===== src/rtl/fp_addsub_sched_if.sv =====
// Scheduler bundle: two requester ports, the datapath control/operand/result
// wires, the tagged result port and status.
// slave = scheduler view, master = requesters, datapath and result consumer.
interface fp_addsub_sched_if #(
    parameter int MW = 48,
    parameter int EW = 16
);
    logic          req0_valid;
    logic          req0_ready;
    logic [MW-1:0] req0_mant;
    logic [EW-1:0] req0_exp;
    logic          req0_op;

    logic          req1_valid;
    logic          req1_ready;
    logic [MW-1:0] req1_mant;
    logic [EW-1:0] req1_exp;
    logic          req1_op;

    logic          pipe_clear;
    logic          pipe_load;
    logic [MW-1:0] pipe_mant;
    logic [EW-1:0] pipe_exp;
    logic          pipe_op;
    logic [22:0]   pipe_mant_f;
    logic [7:0]    pipe_exp_f;
    logic          pipe_sign_f;

    logic          res_valid;
    logic          res_ready;
    logic          res_tag;
    logic [22:0]   res_mant;
    logic [7:0]    res_exp;
    logic          res_sign;

    logic          busy;
    logic [2:0]    inflight;

    modport slave (
        input  req0_valid, req0_mant, req0_exp, req0_op,
        input  req1_valid, req1_mant, req1_exp, req1_op,
        input  pipe_mant_f, pipe_exp_f, pipe_sign_f,
        input  res_ready,
        output req0_ready, req1_ready,
        output pipe_clear, pipe_load, pipe_mant, pipe_exp, pipe_op,
        output res_valid, res_tag, res_mant, res_exp, res_sign,
        output busy, inflight
    );

    modport master (
        output req0_valid, req0_mant, req0_exp, req0_op,
        output req1_valid, req1_mant, req1_exp, req1_op,
        output pipe_mant_f, pipe_exp_f, pipe_sign_f,
        output res_ready,
        input  req0_ready, req1_ready,
        input  pipe_clear, pipe_load, pipe_mant, pipe_exp, pipe_op,
        input  res_valid, res_tag, res_mant, res_exp, res_sign,
        input  busy, inflight
    );
endinterface


===== src/rtl/fp_addsub_sched.sv =====
// Issue scheduler for the pipelined FP add/sub datapath. Two requesters share
// the pipe round-robin; a valid/tag shadow of the stage registers tracks which
// slots are live and who owns them. Result back-pressure stalls the whole pipe.
module fp_addsub_sched #(
    parameter int LAT = 5,
    parameter int MW  = 48,
    parameter int EW  = 16
) (
    input  logic             clk,
    input  logic             clear,
    fp_addsub_sched_if.slave bus
);
    localparam int CW = 3;

    logic [LAT:1]  v_q;
    logic [LAT:1]  t_q;
    logic          last_q;
    logic [CW-1:0] inflight_q;

    logic          stall;
    logic          load;
    logic          grant0;
    logic          grant1;
    logic          rdy0;
    logic          rdy1;
    logic          accept;
    logic [LAT:1]  v_next;
    logic [CW-1:0] cnt_next;
    logic [MW-1:0] mant_sel;
    logic [EW-1:0] exp_sel;
    logic          op_sel;

    // Advance/stall, round-robin grant and operand mux; idle slots issue zero bubbles.
    always_comb begin
        stall    = v_q[LAT] & ~bus.res_ready;
        load     = ~clear & ~stall;
        grant0   = bus.req0_valid & (~bus.req1_valid | last_q);
        grant1   = bus.req1_valid & (~bus.req0_valid | ~last_q);
        rdy0     = load & grant0;
        rdy1     = load & grant1;
        accept   = rdy0 | rdy1;
        mant_sel = '0;
        exp_sel  = '0;
        op_sel   = 1'b0;
        if (rdy0) begin
            mant_sel = bus.req0_mant;
            exp_sel  = bus.req0_exp;
            op_sel   = bus.req0_op;
        end else if (rdy1) begin
            mant_sel = bus.req1_mant;
            exp_sel  = bus.req1_exp;
            op_sel   = bus.req1_op;
        end
        v_next   = {v_q[LAT-1:1], accept};
        cnt_next = '0;
        for (int k = 1; k <= LAT; k++) begin
            cnt_next = cnt_next + {{(CW-1){1'b0}}, v_next[k]};
        end
    end

    // Slot shadow shifts only when the datapath loads; clear discards everything in flight.
    always_ff @(posedge clk) begin
        if (clear) begin
            v_q        <= '0;
            t_q        <= '0;
            last_q     <= 1'b1;
            inflight_q <= '0;
        end else if (load) begin
            v_q        <= v_next;
            t_q        <= {t_q[LAT-1:1], rdy1};
            inflight_q <= cnt_next;
            if (accept) begin
                last_q <= rdy1;
            end
        end
    end

    assign bus.req0_ready = rdy0;
    assign bus.req1_ready = rdy1;
    assign bus.pipe_clear = clear;
    assign bus.pipe_load  = load;
    assign bus.pipe_mant  = mant_sel;
    assign bus.pipe_exp   = exp_sel;
    assign bus.pipe_op    = op_sel;
    assign bus.res_valid  = v_q[LAT] & ~clear;
    assign bus.res_tag    = t_q[LAT];
    assign bus.res_mant   = bus.pipe_mant_f;
    assign bus.res_exp    = bus.pipe_exp_f;
    assign bus.res_sign   = bus.pipe_sign_f;
    assign bus.busy       = |v_q;
    assign bus.inflight   = inflight_q;
endmodule


===== src/flat_wrapper.sv =====
// flat-port wrapper written by rule: the top's interface ports become plain ports
module fp_addsub_sched_flat 
#(
    parameter int LAT = 5,
    parameter int MW  = 48,
    parameter int EW  = 16
)
  (clk, clear, bus_req0_valid, bus_req0_mant, bus_req0_exp, bus_req0_op, bus_req1_valid, bus_req1_mant, bus_req1_exp, bus_req1_op, bus_pipe_mant_f, bus_pipe_exp_f, bus_pipe_sign_f, bus_res_ready, bus_req0_ready, bus_req1_ready, bus_pipe_clear, bus_pipe_load, bus_pipe_mant, bus_pipe_exp, bus_pipe_op, bus_res_valid, bus_res_tag, bus_res_mant, bus_res_exp, bus_res_sign, bus_busy, bus_inflight);
  fp_addsub_sched_if #(.MW(MW), .EW(EW)) bus_i ();
  input  logic clk;
  input  logic clear;
  input wire logic [$bits(bus_i.req0_valid)-1:0] bus_req0_valid;
  input wire logic [$bits(bus_i.req0_mant)-1:0] bus_req0_mant;
  input wire logic [$bits(bus_i.req0_exp)-1:0] bus_req0_exp;
  input wire logic [$bits(bus_i.req0_op)-1:0] bus_req0_op;
  input wire logic [$bits(bus_i.req1_valid)-1:0] bus_req1_valid;
  input wire logic [$bits(bus_i.req1_mant)-1:0] bus_req1_mant;
  input wire logic [$bits(bus_i.req1_exp)-1:0] bus_req1_exp;
  input wire logic [$bits(bus_i.req1_op)-1:0] bus_req1_op;
  input wire logic [$bits(bus_i.pipe_mant_f)-1:0] bus_pipe_mant_f;
  input wire logic [$bits(bus_i.pipe_exp_f)-1:0] bus_pipe_exp_f;
  input wire logic [$bits(bus_i.pipe_sign_f)-1:0] bus_pipe_sign_f;
  input wire logic [$bits(bus_i.res_ready)-1:0] bus_res_ready;
  output wire logic [$bits(bus_i.req0_ready)-1:0] bus_req0_ready;
  output wire logic [$bits(bus_i.req1_ready)-1:0] bus_req1_ready;
  output wire logic [$bits(bus_i.pipe_clear)-1:0] bus_pipe_clear;
  output wire logic [$bits(bus_i.pipe_load)-1:0] bus_pipe_load;
  output wire logic [$bits(bus_i.pipe_mant)-1:0] bus_pipe_mant;
  output wire logic [$bits(bus_i.pipe_exp)-1:0] bus_pipe_exp;
  output wire logic [$bits(bus_i.pipe_op)-1:0] bus_pipe_op;
  output wire logic [$bits(bus_i.res_valid)-1:0] bus_res_valid;
  output wire logic [$bits(bus_i.res_tag)-1:0] bus_res_tag;
  output wire logic [$bits(bus_i.res_mant)-1:0] bus_res_mant;
  output wire logic [$bits(bus_i.res_exp)-1:0] bus_res_exp;
  output wire logic [$bits(bus_i.res_sign)-1:0] bus_res_sign;
  output wire logic [$bits(bus_i.busy)-1:0] bus_busy;
  output wire logic [$bits(bus_i.inflight)-1:0] bus_inflight;
  assign bus_i.req0_valid = bus_req0_valid;
  assign bus_i.req0_mant = bus_req0_mant;
  assign bus_i.req0_exp = bus_req0_exp;
  assign bus_i.req0_op = bus_req0_op;
  assign bus_i.req1_valid = bus_req1_valid;
  assign bus_i.req1_mant = bus_req1_mant;
  assign bus_i.req1_exp = bus_req1_exp;
  assign bus_i.req1_op = bus_req1_op;
  assign bus_i.pipe_mant_f = bus_pipe_mant_f;
  assign bus_i.pipe_exp_f = bus_pipe_exp_f;
  assign bus_i.pipe_sign_f = bus_pipe_sign_f;
  assign bus_i.res_ready = bus_res_ready;
  assign bus_req0_ready = bus_i.req0_ready;
  assign bus_req1_ready = bus_i.req1_ready;
  assign bus_pipe_clear = bus_i.pipe_clear;
  assign bus_pipe_load = bus_i.pipe_load;
  assign bus_pipe_mant = bus_i.pipe_mant;
  assign bus_pipe_exp = bus_i.pipe_exp;
  assign bus_pipe_op = bus_i.pipe_op;
  assign bus_res_valid = bus_i.res_valid;
  assign bus_res_tag = bus_i.res_tag;
  assign bus_res_mant = bus_i.res_mant;
  assign bus_res_exp = bus_i.res_exp;
  assign bus_res_sign = bus_i.res_sign;
  assign bus_busy = bus_i.busy;
  assign bus_inflight = bus_i.inflight;
  fp_addsub_sched #(.LAT(LAT), .MW(MW), .EW(EW)) u_core (.clk(clk), .clear(clear), .bus(bus_i));
endmodule

===== config.mk =====
export PLATFORM = sky130hd
export DESIGN_NAME = fp_addsub_sched_flat
export DESIGN_NICKNAME = d
export VERILOG_FILES = /design/src/rtl/fp_addsub_sched_if.sv /design/src/rtl/fp_addsub_sched.sv /design/src/flat_wrapper.sv
export SDC_FILE = /design/constraint.sdc
export NUM_CORES = 1
export LEC_CHECK = 0
export ABC_AREA = 1
export CORE_AREA = 2 2 108 110
export CTS_BUF_LIST = sky130_fd_sc_hd__clkbuf_8
export DETAILED_ROUTE_END_ITERATION = 16
export DIE_AREA = 0 0 110 112
export GPL_TIMING_DRIVEN = 0
export PLACE_DENSITY = 0.7
export SKIP_LAST_GASP = 1
export SYNTH_ARGS = -nofsm -noshare
export SYNTH_HDL_FRONTEND = slang
export SYNTH_SLANG_ARGS = --single-unit

===== constraint.sdc =====
create_clock -name clk -period 9.2 [get_ports clk]
set_input_delay 2.76 -clock clk [delete_from_list [all_inputs] [get_ports clk]]
set_output_delay 2.76 -clock clk [all_outputs]
set_load 0.005 [all_outputs]

* Yosys cells after proc, flatten, opt, wreduce, memory -nomap -nowiden *
Cells that the tools add are included.

storage, ports and cells
  flip-flop bits (word level) = 14
  output and inout bits = 107
  logic and storage cells = 32

cells by class
  add/sub/neg operators = 4
  mux-type cells = 6
  bitwise gates (word level) = 16
  reductions and logical operators = 2

operators by type and width
  operator              number
  two-way mux 48 bit    2
  two-way mux 16 bit    2
  adder 3 x 1 -> 3 bit  3
  bitwise AND 1 bit     7
  inverter 1 bit        6
  OR reduction 5 bit    1
  OR 1 bit              3
  adder 1 x 1 -> 2 bit  1
  two-way mux 1 bit     2
  AND reduction 2 bit   1

* Longest topological paths before layout *
Gate-level depths: netlist (run 1).

  word-level depth = 10
  gate-level depth with buffers = 13
  depth with buffers taken out = 13

* Worst setup path after synthesis (run 1) *
Ideal clock, no wire load.

  path type = input -> output
  from = in bus_res_ready
  to = out bus_pipe_mant[33]
  data arrival time = 3.570 ns
  data required time = 6.440 ns
  path slack = 2.870 ns
  cell stages on the path = 8
  buffers on the path = 2
  cell sequence = inv_1 > a21oi_4 > nand2_2 > inv_2 > buf_6 > buf_4 > nand2_1 > nand2_1

on the way
  longest elaborated chain between the ends = 7
  elaborated cells between the ends (all ways) = 8

ends and longest elaborated chain
  what                    line                   RTL
  start: declaration      flat_wrapper.sv:23     input wire logic [$bits(bus_i.res_ready)-1:0] bus_res_ready;
  inverter 1 bit (*)      fp_addsub_sched.sv:35  stall = v_q[LAT] & ~bus.res_ready;
  bitwise AND 1 bit (*)   fp_addsub_sched.sv:35
  inverter 1 bit (*)      fp_addsub_sched.sv:36  load = ~clear & ~stall;
  bitwise AND 1 bit (*)   fp_addsub_sched.sv:36
  net bus_pipe_load       flat_wrapper.sv:27     output wire logic [$bits(bus_i.pipe_load)-1:0] bus_pipe_load;
  bitwise AND 1 bit       fp_addsub_sched.sv:40  rdy1 = load & grant1;
  two-way mux 48 bit      fp_addsub_sched.sv:49  end else if (rdy1) begin
  two-way mux 48 bit (*)  fp_addsub_sched.sv:45  if (rdy0) begin
  end: declaration        flat_wrapper.sv:28     output wire logic [$bits(bus_i.pipe_mant)-1:0] bus_pipe_mant;

The timed path passes the listed nets; every way through them passes the cells marked *.

* Worst setup path after layout (run 1) *
  from = in clear
  to = out bus_pipe_mant[34]

on the way
  longest elaborated chain between the ends = 5
  elaborated cells between the ends (all ways) = 6

ends and longest elaborated chain
  what                    line                   RTL
  start: declaration      flat_wrapper.sv:11     input logic clear;
  inverter 1 bit (*)      fp_addsub_sched.sv:36
  bitwise AND 1 bit (*)   fp_addsub_sched.sv:36
  bitwise AND 1 bit       fp_addsub_sched.sv:40
  two-way mux 48 bit      fp_addsub_sched.sv:49
  two-way mux 48 bit (*)  fp_addsub_sched.sv:45

Every way passes the cells marked *; elsewhere a longest branch is shown, timed or not.

==> flow_summary.json, run 1 <==
{
  "maxCapViolCount": 0,
  "cts_tree": "built",
  "place_ws_ps": 1607,
  "regToRegSetupSlack_ps": 6670,
  "ys_types": 17,
  "grt_pass1_vias": 2651,
  "crit_buf_inv": 5,
  "diodes": 0,
  "syn-num-nets": 488,
  "syn2layout_area_growth_pct": 156.4,
  "io_pins": 274,
  "firstDrtPassIters": 4,
  "cts_setup_buffers": 0,
  "hold_ws_ps": 473.8,
  "fin_setup_tns_ps": 0,
  "root_buffer": "clkbuf_8",
  "slew_headroom": 0.7489,
  "syn_area_um2": 1692,
  "port_buffers": 241,
  "worst_pin_slew_ps": 375.6,
  "drt-initial-drc-count": 97,
  "critical-path-top-delay-family": "buffers and inverters",
  "stdcell_count": 705,
  "fp.dieH_um": 112,
  "start_kind": "input pin",
  "syn_avg_cell_area_um2": 5.336,
  "layout-drive-gt1-share": 0.09964,
  "wl_per_cell_um": 11.41,
  "p_leak_nw": 2.016,
  "final_common_cell": "clkdlybuf4s50_1",
  "met2_usage": 0.2266,
  "power_density_nw_per_um2": 70.88,
  "grt_pass1_wl_um": 11650,
  "mostFrequentLayoutCells": "241 x clkdlybuf4s50_1, 203 x nand2_1, 39 x buf_4, 20 x inv_1, 14 x dfxtp_1",
  "clkLatencyLatePin_ps": 250,
  "num_rows": 39,
  "fin_nets": 734,
  "hold_viol_final": 0,
  "routed_wl_um": 8047,
  "min_period_over_period": 0.8218,
  "endpoint_kind": "output port",
  "antenna_left": 0,
  "cp.required_ps": 6440,
  "use_met3": 0.02576,
  "setup_viol": 0,
  "hold_buffers": 0,
  "detailed_place_hpwl_um": 6997,
  "cts_sinks": 14,
  "antenna_found_initial": 0,
  "whs_path_depth": 2,
  "ctsHtreeMaxLevel": 1,
  "peakVddDrop_mv": 0.05580,
  "cts.clk_slew.worst_paths_ps": 60,
  "dieArea_um2": 12320,
  "cp_slowest_cell": "clkdlybuf4s50_1",
  "dp.cells": 701,
  "rsz0062_at_grt": "no",
  "path_max_fanout": 10,
  "grt_max_degree": 11,
  "crit_chain": "clkdlybuf4s50_1 -> a21oi_4 -> nand2_2 -> inv_2 -> buf_6 -> buf_4 -> nand2_1 -> nand2_1 -> clkdlybuf4s50_1",
  "hp-class": "flip-flop to flip-flop",
  "coreArea_um2": 11170,
  "cts_resized": 0,
  "startpoint": "clear",
  "cts-buffers-inserted": 3,
  "final_core_util": 0.3882,
  "max_freq_mhz": 132.3,
  "crit_arrival_ps": 4800,
  "r2r-start": "u_core.v_q[5]",
  "top_usage_layer": "met2",
  "worstRegToRegCells": 11,
  "path_depth": 9,
  "initial_utilization": 0.1514,
  "run_status": "complete, no violations",
  "gp_congestion": 0.7365,
  "synthCells": 317,
  "viasPerCell": 3.840,
  "dr_total_vias": 2707,
  "synth-seq-area-share": 0.1657,
  "ys_ff_latch": 14,
  "yosysWarnings": 0,
  "drcViolationCount": 0,
  "grt_use_total": 0.1174,
  "cts_buffer_depth": 2,
  "grt.met1_usage": 0.1257,
  "crit_path_max_incr_delay_ps": 540,
  "fin_skew_ps": 3.618,
  "layout_setup_ws_ps": 1640,
  "die_w_um": 110,
  "period_needed_ps": 7560,
  "worstHoldStart": "u_core.bus.inflight[0]",
  "grt_overflow_total": 0,
  "drv_slew": 0,
  "critPathKind": "input pin to output port"
}
-- path summary, 6_finish.rpt --
path	endpoint
hold / removal	u_core.bus.inflight[0]
hold reg to reg	u_core.bus.inflight[0]
setup / recovery	bus_pipe_mant[34]
setup reg to reg	u_core.bus.inflight[1]
-- worst reg2reg max path, cell delays in order, from the launching register on --
cell and delay [ps]:
dfxtp_1 450, a21oi_4 110, nand2_2 130, nand2_1 80
ha_1 270, inv_1 50, fa_1 530, inv_1 40
ha_1 190, fa_1 420, nand2_1 70, o21ai_0 60
-- cell usage after synthesis (all sizes together) --
| master | count | area [um2] |
|---|---|---|
| fa | 2 | 40.04 |
| o22ai | 7 | 43.79 |
| dfxtp | 14 | 280.3 |
| nor2 | 6 | 22.52 |
| o21ai | 4 | 20.02 |
| nor3 | 1 | 5.000 |
| nand3 | 4 | 20.02 |
| nand2 | 205 | 774.5 |
| ha | 2 | 25.02 |
| a21oi | 3 | 26.28 |
| buf | 47 | 351.6 |
| inv | 22 | 82.58 |
-- per-layer routing --
metal / up-vias / wire [um]
met2: 146 / 4150
li1: 1401 / -
met3: 6 / 898
met1: 1154 / 2920
met5: - / 0
met4: 0 / 78
-- logic make-up (layout without fill, tap and decap cells) --
family | count (synthesis) | after routing | synth area share
and+or+nand+nor | 216 | 216 | 0.4859
adders and majority gates | 4 | 4 | 0.03846
DFF | 14 | 14 | 0.1657
AOI/OAI and AO/OA | 14 | 14 | 0.05326
buffers and inverters | 69 | 314 | 0.2567
-- report_power, final --
part / internal (mW) / switching (mW)
Clock: 0.0380 / 0.0234
Sequential: 0.0640 / 0.00177
Combinational: 0.124 / 0.0559
-- registers in the layout (all words and copies together) (netlist names) --
name / flops
u_core.t_q: 5
u_core.v_q: 5
u_core.bus.inflight: 3
u_core.last_q: 1
-- through the flow --
stage	total power, mW	instance area, um2
2_1_floorplan	0.1207	1692
4_1_cts	0.3115	4338
3_3_place_gp	0.2472	4283
3_5_place_dp	0.2488	4283
6_report	0.3075	4338
5_1_grt	0.3277	4338
-- area by class of cell --
type	instances	area, um2
sequential	14	280.3
inverter	22	82.58
multi-input combinational	234	977.2
tap	143	178.9
clock buffer	4	55.05
timing repair buffer	241	2412
buffer	47	351.6
fill	1183	6837
(Power assumes the default switching activity.)
==> inputs of run 2 (changes only) <==
PLACE_DENSITY = 0.73   (was 0.7)
clock period = 6.8 ns   (was 9.2 ns; I/O delays follow)
==> run 2 against run 1 <==
Count of clock-buffer cells in the layout is the same. Worst setup slack got worse by 1000 ps. Register-to-register slack lost 2500 ps. Critical path depth unchanged. Largest power group unchanged.
==> flow_summary.json, run 2 (synthesis results as in run 1) <==
{
  "gp_congestion": 0.7579,
  "critPathKind": "input pin to output port",
  "p_int_uw": 306.4,
  "mostFrequentLayoutCells": "241 x clkdlybuf4s50_1, 203 x nand2_1, 39 x buf_4, 20 x inv_1, 14 x dfxtp_1",
  "dieArea_um2": 12320,
  "endpoint_kind": "output port",
  "clkPwrFrac": 0.193,
  "hold_buffers": 0,
  "dpl_cell_area_um2": 4283,
  "peakVddDrop_mv": 0.07502,
  "rsz0062_at_grt": "no",
  "grt_max_degree": 11,
  "start_kind": "input pin",
  "p_leak_nw": 2.016,
  "drt-initial-drc-count": 80,
  "antenna_found_initial": 0,
  "antenna_left": 0,
  "crit_arrival_ps": 4130,
  "run_status": "complete, no violations",
  "seqPwrFrac": 0.214,
  "syn2layout_area_growth_pct": 156.4,
  "final_common_cell": "clkdlybuf4s50_1",
  "die_w_um": 110,
  "fin_skew_ps": 3.658,
  "path_max_fanout": 10,
  "fin_nets": 734,
  "cts_tree": "built",
  "netSwitchingFraction": 0.2616,
  "cp.required_ps": 4760,
  "hold_ws_ps": 470.5,
  "wl_per_cell_um": 11.48,
  "grt_pass1_vias": 2539,
  "max_freq_mhz": 162.0,
  "fin_setup_tns_ps": 0,
  "fp.dieH_um": 112,
  "power_density_nw_per_um2": 95.65,
  "setup_viol": 0,
  "cts.clk_slew.worst_paths_ps": 60,
  "grt_use_total": 0.1159,
  "ctsHtreeMaxLevel": 1,
  "initial_utilization": 0.1514,
  "detailed_place_hpwl_um": 7039,
  "root_buffer": "clkbuf_8",
  "hold_viol_final": 0,
  "grt_pass1_wl_um": 11440,
  "cts-buffers-inserted": 3,
  "cts_resized": 0,
  "worst_pin_slew_ps": 357.7,
  "period_needed_ps": 6173,
  "stdcell_area_um2": 4338,
  "viasPerCell": 3.867,
  "cts_setup_buffers": 0,
  "drv_slew": 0,
  "cts_buffer_depth": 2,
  "comb_power_share": 0.594,
  "dr_total_vias": 2726,
  "layout-drive-gt1-share": 0.09964,
  "routed_wl_um": 8093,
  "grt_overflow_total": 0,
  "coreArea_um2": 11170,
  "hp-class": "flip-flop to flip-flop",
  "clkLatencyLatePin_ps": 240,
  "diodes": 0,
  "cts_sinks": 14,
  "firstDrtPassIters": 6,
  "num_rows": 39,
  "switchingPower_uw": 108.5,
  "drcViolationCount": 0,
  "min_period_over_period": 0.9078,
  "slew_headroom": 0.7609,
  "port_buffers": 241,
  "io_pins": 274,
  "maxCapViolCount": 0,
  "nFillCells": 1139
}
[run 2: cell counts in the layout (fill, tap and decap cells not counted)]
No cell type changed its count.
[run 2: cell type report]
| class | count | area [um2] | area share |
|---|---|---|---|
| buffer | 47 | 351.6 | 0.08105 |
| clock buffer | 4 | 55.05 | 0.01269 |
| inverter | 22 | 82.58 | 0.01904 |
| multi-input combinational | 234 | 977.2 | 0.2253 |
| sequential | 14 | 280.3 | 0.06461 |
| tap | 143 | 178.9 | 0.04125 |
| timing repair buffer | 241 | 2412 | 0.5561 |
[run 2: worst paths after layout]
kind                     startpoint                      to  slack (ps)  cells past startpoint
max                           clear       bus_pipe_mant[41]         630                      9
min          u_core.bus.inflight[1]  u_core.bus.inflight[1]         470                      2
max reg2reg           u_core.v_q[5]  u_core.bus.inflight[1]        4200                     11
min reg2reg  u_core.bus.inflight[1]  u_core.bus.inflight[1]         470                      2
[run 2: worst max-delay path: stages]
cell and delay, ps:
clkdlybuf4s50_1 550, a21oi_4 250, nand2_2 130, inv_2 110, buf_6 180, buf_4 190, nand2_1 60, nand2_1 100
clkdlybuf4s50_1 510
[run 2: routing by layer]
| metal | wire (um) | global-route usage | share of wire |
|---|---|---|---|
| met5 | 0 | 0 | 0 |
| met4 | 44 | 0.01435 | 0.0054 |
| met3 | 905 | 0.02927 | 0.11 |
| met2 | 4316 | 0.2323 | 0.53 |
| met1 | 2827 | 0.1198 | 0.35 |
[run 2: per-stage QoR]
| stage | utilization | worst slack (ps) | total power [mW] | cells |
|---|---|---|---|---|
| after CTS | 0.3882 | 610.9 | 0.4202 | 705 |
| after detailed placement | 0.3833 | 627.2 | 0.3383 | 701 |
| final | 0.3882 | 626.6 | 0.4149 | 705 |
| after floorplan | - | 1910 | 0.1632 | 317 |
| after global routing | 0.3882 | 483.1 | 0.4422 | 705 |
| after global placement | 0.3833 | 627.2 | 0.3354 | 701 |
[run 2: power by group through the flow]
stage	combinational (mW)	sequential, mW	clock, mW
after global placement	0.245	0.0904	0
after global routing	0.267	0.0894	0.0855
after detailed placement	0.248	0.0905	0
after CTS	0.250	0.0887	0.0817
after floorplan	0.0728	0.0904	0
final	0.246	0.0887	0.0799
==> inputs of run 3 (changes only) <==
SKIP_LAST_GASP = default   (was 1)
==> results of run 3 <==
No change in the layout: final DEF, timing and power equal those of run 2.
